<file path="src/rtl/dec_digit_accum_pkg.sv">
// Shared constants for the serial decimal-digit accumulator: state encoding,
// digit width and default radix.
package dec_digit_accum_pkg;

  localparam logic [0:0] S_ACC = 1'b0;
  localparam logic [0:0] S_OUT = 1'b1;

  localparam int DIGIT_W   = 4;
  localparam int RADIX_DEF = 10;

  // Bits needed to count up to max_digits+1 accepted digits.
  function automatic int cnt_width(input int max_digits);
    return $clog2(max_digits + 2);
  endfunction

endpackage

</file>
<file path="src/rtl/dec_digit_accum_mac_step.sv">
// dec_mac_step: one combinational acc*RADIX+digit step with bad-digit
// substitution and overflow / digit-count saturation detect.
module dec_mac_step
  import dec_digit_accum_pkg::*;
#(
  parameter int WIDTH      = 8,
  parameter int RADIX      = RADIX_DEF,
  parameter int MAX_DIGITS = 3,
  parameter int CNT_W      = 3
) (
  input  logic [WIDTH-1:0]   acc,
  input  logic [DIGIT_W-1:0] digit,
  input  logic [CNT_W-1:0]   cnt,
  output logic [WIDTH-1:0]   acc_nxt,
  output logic               ovf,
  output logic               bad_digit
);

  localparam int PW = WIDTH + 8;

  logic [DIGIT_W-1:0] digit_eff;
  logic [PW-1:0]      prod;
  logic [31:0]        cnt_inc;

  always_comb begin
    bad_digit = (32'(digit) >= 32'(RADIX));
    digit_eff = bad_digit ? '0 : digit;
    prod      = PW'(acc) * PW'(RADIX) + PW'(digit_eff);
    cnt_inc   = 32'(cnt) + 32'd1;
    ovf       = (prod > PW'({WIDTH{1'b1}})) || (cnt_inc > 32'(MAX_DIGITS));
    acc_nxt   = ovf ? '1 : prod[WIDTH-1:0];
  end

endmodule

</file>
<file path="src/rtl/dec_digit_accum.sv">
// Serial MSD-first decimal digits -> WIDTH-bit binary; result registered on the last-digit
// accept, digit_ready low while the result waits for num_ready. DIGIT_COUNT_EN adds num_digits.
module dec_digit_accum
  import dec_digit_accum_pkg::*;
#(
  parameter int WIDTH      = 8,
  parameter int RADIX      = RADIX_DEF,
  parameter int MAX_DIGITS = 3
) (
  input  logic               clk,
  input  logic               rst_n,
  input  logic [DIGIT_W-1:0] digit,
  input  logic               digit_valid,
  input  logic               digit_last,
  output logic               digit_ready,
  output logic [WIDTH-1:0]   num,
  output logic               num_valid,
  input  logic               num_ready,
  output logic               err_digit,
  output logic               err_ovf
`ifdef DIGIT_COUNT_EN
  ,
  output logic [3:0]         num_digits
`endif
);

`ifdef DIGIT_COUNT_EN
  localparam int CNT_W   = 4;
  localparam int CNT_MAX = 15;
`else
  localparam int CNT_W   = cnt_width(MAX_DIGITS);
  localparam int CNT_MAX = MAX_DIGITS + 1;
`endif

  logic [0:0]       state_q, state_d;
  logic [WIDTH-1:0] acc_q, acc_d;
  logic [CNT_W-1:0] cnt_q, cnt_d, cnt_inc;
  logic [WIDTH-1:0] num_q, num_d;
  logic             err_digit_q, err_digit_d;
  logic             err_ovf_q, err_ovf_d;
  logic [CNT_W-1:0] num_cnt_q, num_cnt_d;

  logic [WIDTH-1:0] mac_acc;
  logic             mac_ovf;
  logic             mac_bad;
  logic             accept;
  logic             take;

  dec_mac_step #(
    .WIDTH      (WIDTH),
    .RADIX      (RADIX),
    .MAX_DIGITS (MAX_DIGITS),
    .CNT_W      (CNT_W)
  ) u_mac (
    .acc       (acc_q),
    .digit     (digit),
    .cnt       (cnt_q),
    .acc_nxt   (mac_acc),
    .ovf       (mac_ovf),
    .bad_digit (mac_bad)
  );

  assign digit_ready = (state_q == S_ACC);
  assign num_valid   = (state_q == S_OUT);
  assign accept      = digit_valid && digit_ready;
  assign take        = num_valid && num_ready;

  always_comb begin
    state_d     = state_q;
    acc_d       = acc_q;
    cnt_d       = cnt_q;
    num_d       = num_q;
    err_digit_d = err_digit_q;
    err_ovf_d   = err_ovf_q;
    num_cnt_d   = num_cnt_q;
    // Count saturates so the over-length condition stays true for long frames.
    cnt_inc     = (cnt_q == CNT_W'(CNT_MAX)) ? cnt_q : cnt_q + 1'b1;

    if (state_q == S_ACC) begin
      if (accept) begin
        cnt_d       = cnt_inc;
        err_digit_d = err_digit_q | mac_bad;
        err_ovf_d   = err_ovf_q | mac_ovf;
        acc_d       = (err_ovf_q || mac_ovf) ? '1 : mac_acc;
        if (digit_last) begin
          num_d     = acc_d;
          num_cnt_d = cnt_d;
          state_d   = S_OUT;
        end
      end
    end else if (take) begin
      state_d     = S_ACC;
      acc_d       = '0;
      cnt_d       = '0;
      err_digit_d = 1'b0;
      err_ovf_d   = 1'b0;
    end
  end

  always_ff @(posedge clk or negedge rst_n) begin
    if (!rst_n) begin
      state_q     <= S_ACC;
      acc_q       <= '0;
      cnt_q       <= '0;
      num_q       <= '0;
      err_digit_q <= 1'b0;
      err_ovf_q   <= 1'b0;
      num_cnt_q   <= '0;
    end else begin
      state_q     <= state_d;
      acc_q       <= acc_d;
      cnt_q       <= cnt_d;
      num_q       <= num_d;
      err_digit_q <= err_digit_d;
      err_ovf_q   <= err_ovf_d;
      num_cnt_q   <= num_cnt_d;
    end
  end

  assign num       = num_q;
  assign err_digit = err_digit_q;
  assign err_ovf   = err_ovf_q;

`ifdef DIGIT_COUNT_EN
  assign num_digits = num_cnt_q;
`endif

endmodule
</file>
<file path="config.mk">
export PLATFORM = sky130hd
export DESIGN_NAME = dec_digit_accum
export DESIGN_NICKNAME = d
export VERILOG_FILES = /design/src/rtl/dec_digit_accum_pkg.sv /design/src/rtl/dec_digit_accum_mac_step.sv /design/src/rtl/dec_digit_accum.sv
export SDC_FILE = /design/constraint.sdc
export NUM_CORES = 1
export LEC_CHECK = 0
export ABC_AREA = 1
export CAP_MARGIN = 20
export CORE_ASPECT_RATIO = 1.5
export CORE_MARGIN = 5
export CORE_UTILIZATION = 58
export DETAILED_ROUTE_END_ITERATION = 8
export MAX_ROUTING_LAYER = met4
export PLACE_DENSITY = 0.83
export REMOVE_ABC_BUFFERS = 1
export SETUP_SLACK_MARGIN = 0.3
export SLEW_MARGIN = 5
export SYNTH_ARGS = -nofsm -noshare
export SYNTH_HDL_FRONTEND = slang
export SYNTH_SLANG_ARGS = --single-unit
export TNS_END_PERCENT = 50
</file>
<file path="constraint.sdc">
create_clock -name clk -period 6.2 [get_ports clk]
set_input_delay 1.24 -clock clk [delete_from_list [all_inputs] [get_ports clk]]
set_output_delay 1.24 -clock clk [all_outputs]
set_load 0.02 [all_outputs]
</file>
==> metrics.log, run 1 <==
[metrics] all-layer global routing usage: 20.9%
[metrics] wire per inst: approximately 13 µm
[metrics] post-cts resize count: 0
[metrics] CTS Buf Count: 3
[metrics] number of hold-repair buffers added at the cts stage: 0
[metrics] average cell area after synthesis: between 7 and 8 µm²
[metrics] number of DRC markers after the initial detailed-route iteration: 53
[metrics] Chip Height: around 74 µm
[metrics] IO buf count: 20
[metrics] total negative setup slack: 0 ps
[metrics] crit-path max FO: 11
[metrics] Die W: between 50 and 60 µm
[metrics] Root Buffer Master: clkbuf_8
[metrics] number of levels the H-tree was split into: 1
[metrics] instance count of the mapped netlist: between 200 and 250
[metrics] slew of the pin with the lowest slew margin: just under 900 ps
[metrics] Post-route DRC: 0
[metrics] Remaining Overflow, GRT: 0
[metrics] setup violators final: 0
[metrics] maximum clock rate: 259 MHz
[metrics] Final Cell Area: about 0.0019 mm²
[metrics] power per standard cell area: 434 mW/mm²
[metrics] post-CTS setup-driven buffer insertion count: 0
[metrics] clock-pin slew of the registers on the worst-case setup and hold paths: ~80 ps
[metrics] # IOs: 21
[metrics] crit start category: input port
[metrics] number of distinct standard cells referenced by the synthesized netlist: 22
[metrics] routed wire length: approximately 3.4 mm
[metrics] global-route wire length before repair: ~6 mm
[metrics] maximum number of pins on one net before global-route repair: 23
[metrics] placeable core region: between 0.002 and 0.003 mm²
[metrics] Filler Cells Inserted: 220
[metrics] maximum buffer depth of the clock tree: 2
[metrics] Worst Setup Path Type: input port to register
[metrics] count of standard-cell rows: 23
[metrics] post-synthesis sequential area ratio: about 34%
[metrics] total number of yosys warnings: 0
[metrics] post-layout minimum cycle time: 3850 ps
[metrics] Leak Pwr: slightly below 0.001 µW
[metrics] DP Area: between 0.0015 and 0.002 mm²
[metrics] worst setup skew after layout: about 4.6 ps
[metrics] max_cap viols: 0
[metrics] count of antenna-violating nets left after detailed routing: 0
[metrics] max-slew violations: 0
[metrics] arrival time at the worst endpoint: 4060 ps
[metrics] routed via count: between 1000 and 1500
[metrics] antenna diode count: 0
[metrics] CTS tree: built
[metrics] number of endpoints with negative hold slack in the final report: 0
[metrics] source-to-sink clock delay at the later pin of the worst-skew pair: between 200 and 300 ps
[metrics] DR vias/cell: 5.17
[metrics] post-detailed-placement half-perimeter wirelength: 2.71 mm
[metrics] count of nets after finishing: between 200 and 300
[metrics] Mapped Area: 0.00161 mm²
[metrics] share of the cycle needed by the critical path after routing: roughly 62%
[metrics] vias in the first global route: around 1400
[metrics] IR Drop Worst-Case VDD: about 0.28 mV
[metrics] area growth from synthesis to layout: 18.8%
[metrics] post-synthesis sequential element count: 22
[metrics] routability congestion estimate from global placement: around 0.86
[metrics] Die ar.: approximately 0.004 mm²
[metrics] fraction of final layout cells with drive strength greater than 1: approximately 6.8%
[metrics] effective utilization at floorplan: 60.0%
[metrics] critical path endpoint category: register
[metrics] number of antenna violations at the first check in global routing: 0
[metrics] area of combinational cells with multiple inputs: slightly above 900 µm²
[metrics] worst min path class: register to register
[metrics] Initial DRT Pass Iterations: 5
[metrics] FF/Latch Area: 551 µm²
[metrics] total clock sinks: 22
[metrics] status: complete, no violations
[metrics] Max-slew headroom: a little over 40%
[metrics] unrepaired setup endpoints after global routing: no
[metrics] Required @ worst endpoint: roughly 6400 ps
-- cell usage in the layout, fill, tap and decap left out, types with 2 or more instances in the layout --
master,n
a21oi_1,4
clkbuf_8,3
clkdlybuf4s50_1,20
dfrtp_1,22
fa_1,2
ha_1,17
inv_1,26
nand2_1,85
nand3_1,16
nand3_2,6
nand4_1,4
nor2_1,6
nor2_2,2
o21ai_0,8
or2_2,2
xnor2_1,2
xor2_1,3
-- cell families (layout without fill, tap and decap cells) --
family	after synthesis	after routing	share of synthesized area (%)
adders and majority gates	19	19	15.7
AOI/OAI and AO/OA	13	13	4.21
DFF	22	22	34.3
xor gates and xnor gates	6	6	3.74
and+or+nand+nor	123	123	33.9
buffers and inverters	30	52	8.18
-- report_power, final --
| part | total [µW] | internal [µW] | leakage, µW | switching (µW) |
|---|---|---|---|---|
| clock | 133 | 86.2 | 0.0000357 | 46.8 |
| combinational | 480 | 183 | 0.000704 | 297 |
| sequential | 216 | 182 | 0.000254 | 33.7 |
| total | 828 | 451 | 0.000993 | 377 |
-- Yosys cell counts --
cell / number / area share (%)
nand2_1: 85 / 20
inv_1: 26 / 6.1
dfrtp_1: 22 / 34
ha_1: 17 / 13
nand3_1: 16 / 5.0
o21ai_0: 8 / 2.5
nand3_2: 6 / 3.7
nor2_1: 6 / 1.4
a21oi_1: 4 / 1.2
nand4_1: 4 / 1.6
xor2_1: 3 / 1.6
buf_6: 2 / 1.4
fa_1: 2 / 2.5
nor2_2: 2 / 0.78
or2_2: 2 / 0.78
xnor2_1: 2 / 1.1
buf_4: 1 / 0.47
clkinv_1: 1 / 0.23
nand3b_1: 1 / 0.47
nor3_1: 1 / 0.31
o21bai_1: 1 / 0.47
xor2_2: 1 / 1.0
-- through the flow --
| step | hold WS (ps) | setup WS [ps] | util [%] | instances | power [µW] |
|---|---|---|---|---|---|
| finish | 489 | 2350 | 71.3 | 272 | 828 |
| global placement | 465 | 2220 | 68.1 | 267 | 683 |
| CTS | 495 | 2360 | 70.8 | 271 | 831 |
| global route | 509 | 2020 | 71.3 | 272 | 905 |
| detailed placement | 464 | 2140 | 68.1 | 267 | 692 |
| floorplan | 481 | 2860 | - | 210 | 566 |
-- final timing paths --
path | to | depth (start not counted) | from | slack [ps]
min reg2reg | num[1] | 2 | num[1] | 490
max in group asynchronous | num[6] | 2 | rst_n | 4430
max | acc_q[1] | 14 | digit[2] | 2350
min | num[1] | 2 | num[1] | 490
min in group asynchronous | acc_q[2] | 1 | rst_n | 1310
max reg2reg | acc_q[1] | 12 | acc_q[1] | 3050
-- area by class of cell --
| type | count | share of cell area [%] |
|---|---|---|
| Clock buffer | 3 | 2.16 |
| Clock inverter | 1 | 1.57 |
| Inverter | 27 | 5.31 |
| Multi-Input combinational cell | 161 | 48.4 |
| Sequential cell | 22 | 28.8 |
| Tap cell | 37 | 2.42 |
| Timing Repair Buffer | 21 | 11.3 |
-- per-layer routing --
| layer | GRT usage [%] | part of all wire, % | routed length [µm] |
|---|---|---|---|
| met2 | 37.7 | 54 | 1860 |
| met4 | 5.11 | 0.73 | 25 |
| met5 | - | 0 | 0 |
| met1 | 24.4 | 43 | 1470 |
| met3 | 2.00 | 2.4 | 82 |
-- registers in the layout, indices dropped and copies added (netlist names) --
register   flops
acc_q          8
cnt_q          3
err_digit      1
err_ovf        1
num            8
num_valid      1
-- critical path, cell delays in order --
cell	delay, ps
clkdlybuf4s50_1	430
o21ai_0	300
nand2_1	80
inv_1	60
ha_1	150
inv_1	50
fa_1	390
o21ai_0	280
nand3_1	160
nand3_1	110
nand3_1	370
nand3b_1	280
nand2_1	80
nand2_1	70
(Power assumes the default switching activity.)
==> inputs of run 2 (changes only) <==
--- a/config.mk
+++ b/config.mk
@@ -9,10 +9,10 @@
 export CAP_MARGIN = 20
 export CORE_ASPECT_RATIO = 1.5
 export CORE_MARGIN = 5
-export CORE_UTILIZATION = 58
+export CORE_UTILIZATION = 55
 export DETAILED_ROUTE_END_ITERATION = 8
 export MAX_ROUTING_LAYER = met4
-export PLACE_DENSITY = 0.83
+export PLACE_DENSITY = 0.8
 export REMOVE_ABC_BUFFERS = 1
 export SETUP_SLACK_MARGIN = 0.3
 export SLEW_MARGIN = 5
==> constraint.sdc (replaced) <==
create_clock -name clk -period 3.6 [get_ports clk]
set_input_delay 0.72 -clock clk [delete_from_list [all_inputs] [get_ports clk]]
set_output_delay 0.72 -clock clk [all_outputs]
set_load 0.02 [all_outputs]
==> run 2 against run 1 <==
  * Die area increased by 4.6%
  * Critical path depth unchanged
  * Largest power group unchanged
  * Highest routed layer unchanged
  * Combinational power increased by 73%
==> metrics.log, run 2 (synthesis results as in run 1) <==
[metrics] Initial DRT Pass Iterations: 4 (was 5)
[metrics] effective utilization at floorplan: 56.3% (was 60.0%)
[metrics] critical hold path startpoint: num[4] (was num[1])
[metrics] met1 routing resource usage after global routing: 24.2% (was 24.4%)
[metrics] fraction of final layout cells with drive strength greater than 1: 8.02% (was 6.81%)
[metrics] post-layout minimum cycle time: about 3100 ps
[metrics] met2 GRT Util: 30.2% (was 37.7%)
[metrics] Post-route DRC: 0 (unchanged)
[metrics] count of standard-cell rows: 24 (was 23)
[metrics] CTS Buf Count: 3 (unchanged)
[metrics] Required @ worst endpoint: 3800 ps (was 6400 ps)
[metrics] crit-path max FO: 11 (unchanged)
[metrics] worst setup skew after layout: 3.31 ps (was 4.59 ps)
[metrics] maximum buffer depth of the clock tree: 2 (unchanged)
[metrics] max-slew violations: 0 (unchanged)
[metrics] maximum number of pins on one net before global-route repair: 23 (unchanged)
[metrics] setup violators final: 0 (unchanged)
[metrics] count of antenna-violating nets left after detailed routing: 0 (unchanged)
[metrics] share of the cycle needed by the critical path after routing: 85.4%
[metrics] number of DRC markers after the initial detailed-route iteration: 35 (was 53)
[metrics] number of endpoints with negative hold slack in the final report: 0 (unchanged)
[metrics] Worst Hold Depth: 2 (unchanged)
[metrics] global-route wire length before repair: 5.94 mm (was 5.98 mm)
[metrics] delay contributed by the slowest stage of the critical path: 430 ps (about the same)
[metrics] arrival time at the worst endpoint: 3280 ps (was 4060 ps)
[metrics] Die ar.: 0.00412 mm² (was 0.00394 mm²)
[metrics] Max-slew headroom: 75.4% (was 40.9%)
[metrics] Root Buffer Master: clkbuf_8 (unchanged)
[metrics] number of levels the H-tree was split into: 1 (unchanged)
[metrics] Worst R2R End: num[1] (was acc_q[1])
[metrics] antenna diode count: 0 (unchanged)
[metrics] number of hold-repair buffers added at the cts stage: 0 (unchanged)
[metrics] power per standard cell area: 721 mW/mm² (was 434 mW/mm²)
[metrics] post-CTS setup-driven buffer insertion count: 0 (unchanged)
[metrics] wire per inst: 11.8 µm (was 12.6 µm)
[metrics] IO buf count: 20 (unchanged)
[metrics] DR vias/cell: 4.99 (was 5.17)
[metrics] source-to-sink clock delay at the later pin of the worst-skew pair: 260 ps (about the same)
[metrics] Chip Height: 76.2 µm (was 74.5 µm)
[metrics] # IOs: 21 (unchanged)
[metrics] all-layer global routing usage: 18.9% (was 20.9%)
[metrics] unrepaired setup endpoints after global routing: no (unchanged)
[metrics] IR Drop Worst-Case VDD: 0.468 mV (was 0.282 mV)
[metrics] worst path cell trace: clkdlybuf4s50_1 > o21ai_0 > nand2_1 > inv_1 > ha_1 > inv_1 > fa_1 > o21ai_0 > nand3_1 > nand3_1 > nand3_2 > nand3b_1 > nand2_1 > nand2_1 (was clkdlybuf4s50_1 > o21ai_0 > nand2_1 > inv_1 > ha_1 > inv_1 > fa_1 > o21ai_0 > nand3_1 > nand3_1 > nand3_1 > nand3b_1 > nand2_1 > nand2_1)
[metrics] post-detailed-placement half-perimeter wirelength: 2.67 mm (was 2.71 mm)
[metrics] met3 GRT Util: 2.15% (was 2.00%)
[metrics] crit start category: input port (unchanged)
[metrics] max_cap viols: 0 (unchanged)
[metrics] GRT busiest layer: met2 (unchanged)
[metrics] Worst R2R Start: acc_q[1] (unchanged)
[metrics] total placed cells including tap cells: 271 (was 267)
[metrics] routed via count: 1376 (was 1407)
[metrics] status: complete, no violations (unchanged)
[metrics] flop-to-flop setup slack: 990 ps (was 3050 ps)
[metrics] routed wire length: 3.26 mm (was 3.44 mm)
[metrics] post-cts resize count: 0 (unchanged)
[metrics] maximum clock rate: roughly 330 MHz
[metrics] cell with the largest stage delay on the worst path: clkdlybuf4s50_1 (unchanged)
[metrics] vias in the first global route: 1415 (was 1370)
[metrics] Hold Path Sink: num[4] (was num[1])
[metrics] Filler Cells Inserted: 258 (was 220)
[metrics] total negative setup slack: 0 ps (unchanged)
[metrics] Remaining Overflow, GRT: 0 (unchanged)
[metrics] commonest non-fill, non-tap cells in the layout: nand2_1 (85), inv_1 (26), dfrtp_1 (22), clkdlybuf4s50_1 (20), ha_1 (17) (unchanged)
[metrics] routability congestion estimate from global placement: 0.891 (was 0.862)
[metrics] worst min path class: register to register (unchanged)
[metrics] total clock sinks: 22 (unchanged)
[metrics] CTS tree: built (unchanged)
[metrics] clock-pin slew of the registers on the worst-case setup and hold paths: 80 ps (about the same)
[metrics] count of nets after finishing: 266 (was 264)
[metrics] area growth from synthesis to layout: 19.0% (was 18.8%)
[metrics] slew of the pin with the lowest slew margin: 368 ps (was 884 ps)
[metrics] placeable core region: 0.00285 mm² (was 0.00268 mm²)
[metrics] count of cells along the worst register-to-register path: 14 (was 12)
[metrics] critical path endpoint category: register (unchanged)
[metrics] final instance count without filler cells: 276 (was 272)
[metrics] most frequent standard cell in the layout excluding fill and tap cells: nand2_1 (unchanged)
[metrics] Die W: 54.1 µm (was 53.0 µm)
[metrics] Worst Setup Path Type: input port to register (unchanged)
[metrics] dominant cell type by count on the critical path: nand2_1
[metrics] number of antenna violations at the first check in global routing: 0 (unchanged)
[metrics] Leak Pwr: 0.000999 µW (was 0.000993 µW)
[run 2: changes by cell type in the layout (fill, tap and decap cells not counted)]
cell	before	now
buf_6	0	1
nand3_2	6	7
buf_8	1	0
buf_4	0	2
bufinv_16	1	0
clkbuf_8	3	4
nand3_1	16	15
[run 2: worst max-delay path by stage]
stage	from	to	slack [ps]
final	digit[2]	acc_q[1]	520
after global routing	digit[2]	err_ovf	340
after CTS	digit[2]	acc_q[1]	340
after detailed placement	digit[2]	acc_q[1]	80
after global placement	digit[2]	num[1]	190
after floorplan	digit[2]	acc_q[1]	780
[run 2: area by class of cell]
type | count | area [µm²] | share of cell area (%)
multi-input combinational | 161 | 930 | 48.6
clock buffer | 4 | 55.1 | 2.88
sequential | 22 | 551 | 28.8
timing repair buffer | 23 | 226 | 11.8
inverter | 27 | 101 | 5.30
tap | 39 | 48.8 | 2.55
[run 2: stage by stage]
stage          total power [µW]  worst slack (ps)  hold WS, ps  cell area [µm²]  utilization (%)
2_1_floorplan               975               776          424             1580                -
5_1_grt                    1520               345          516             1910             67.0
3_3_place_gp               1180               191          465             1840             64.5
4_1_cts                    1380               338          493             1900             66.4
3_5_place_dp               1200              77.4          464             1840             64.5
6_report                   1380               525          491             1910             67.0
[run 2: critical path: cells and delay by family]
family,cells,cell delay [ps]
AOI/OAI and AO/OA,2,520
adders and majority gates,2,540
buffers and inverters,3,540
and+or+nand+nor,7,940
[run 2: where the power goes]
part	switching [µW]	internal (µW)	total (µW)	leakage, µW
Clock	78.0	97.4	175	0.0000288
Combinational	508	324	832	0.000716
Sequential	57.1	314	371	0.000254
[run 2: routing by layer]
| layer | part of all wire, % | up-vias | wire, µm |
|---|---|---|---|
| met2 | 51 | 26 | 1680 |
| met5 | 0 | - | 0 |
| met4 | 2.1 | 0 | 69 |
| met3 | 2.9 | 8 | 93 |
| met1 | 44 | 616 | 1420 |
| li1 | - | 726 | - |
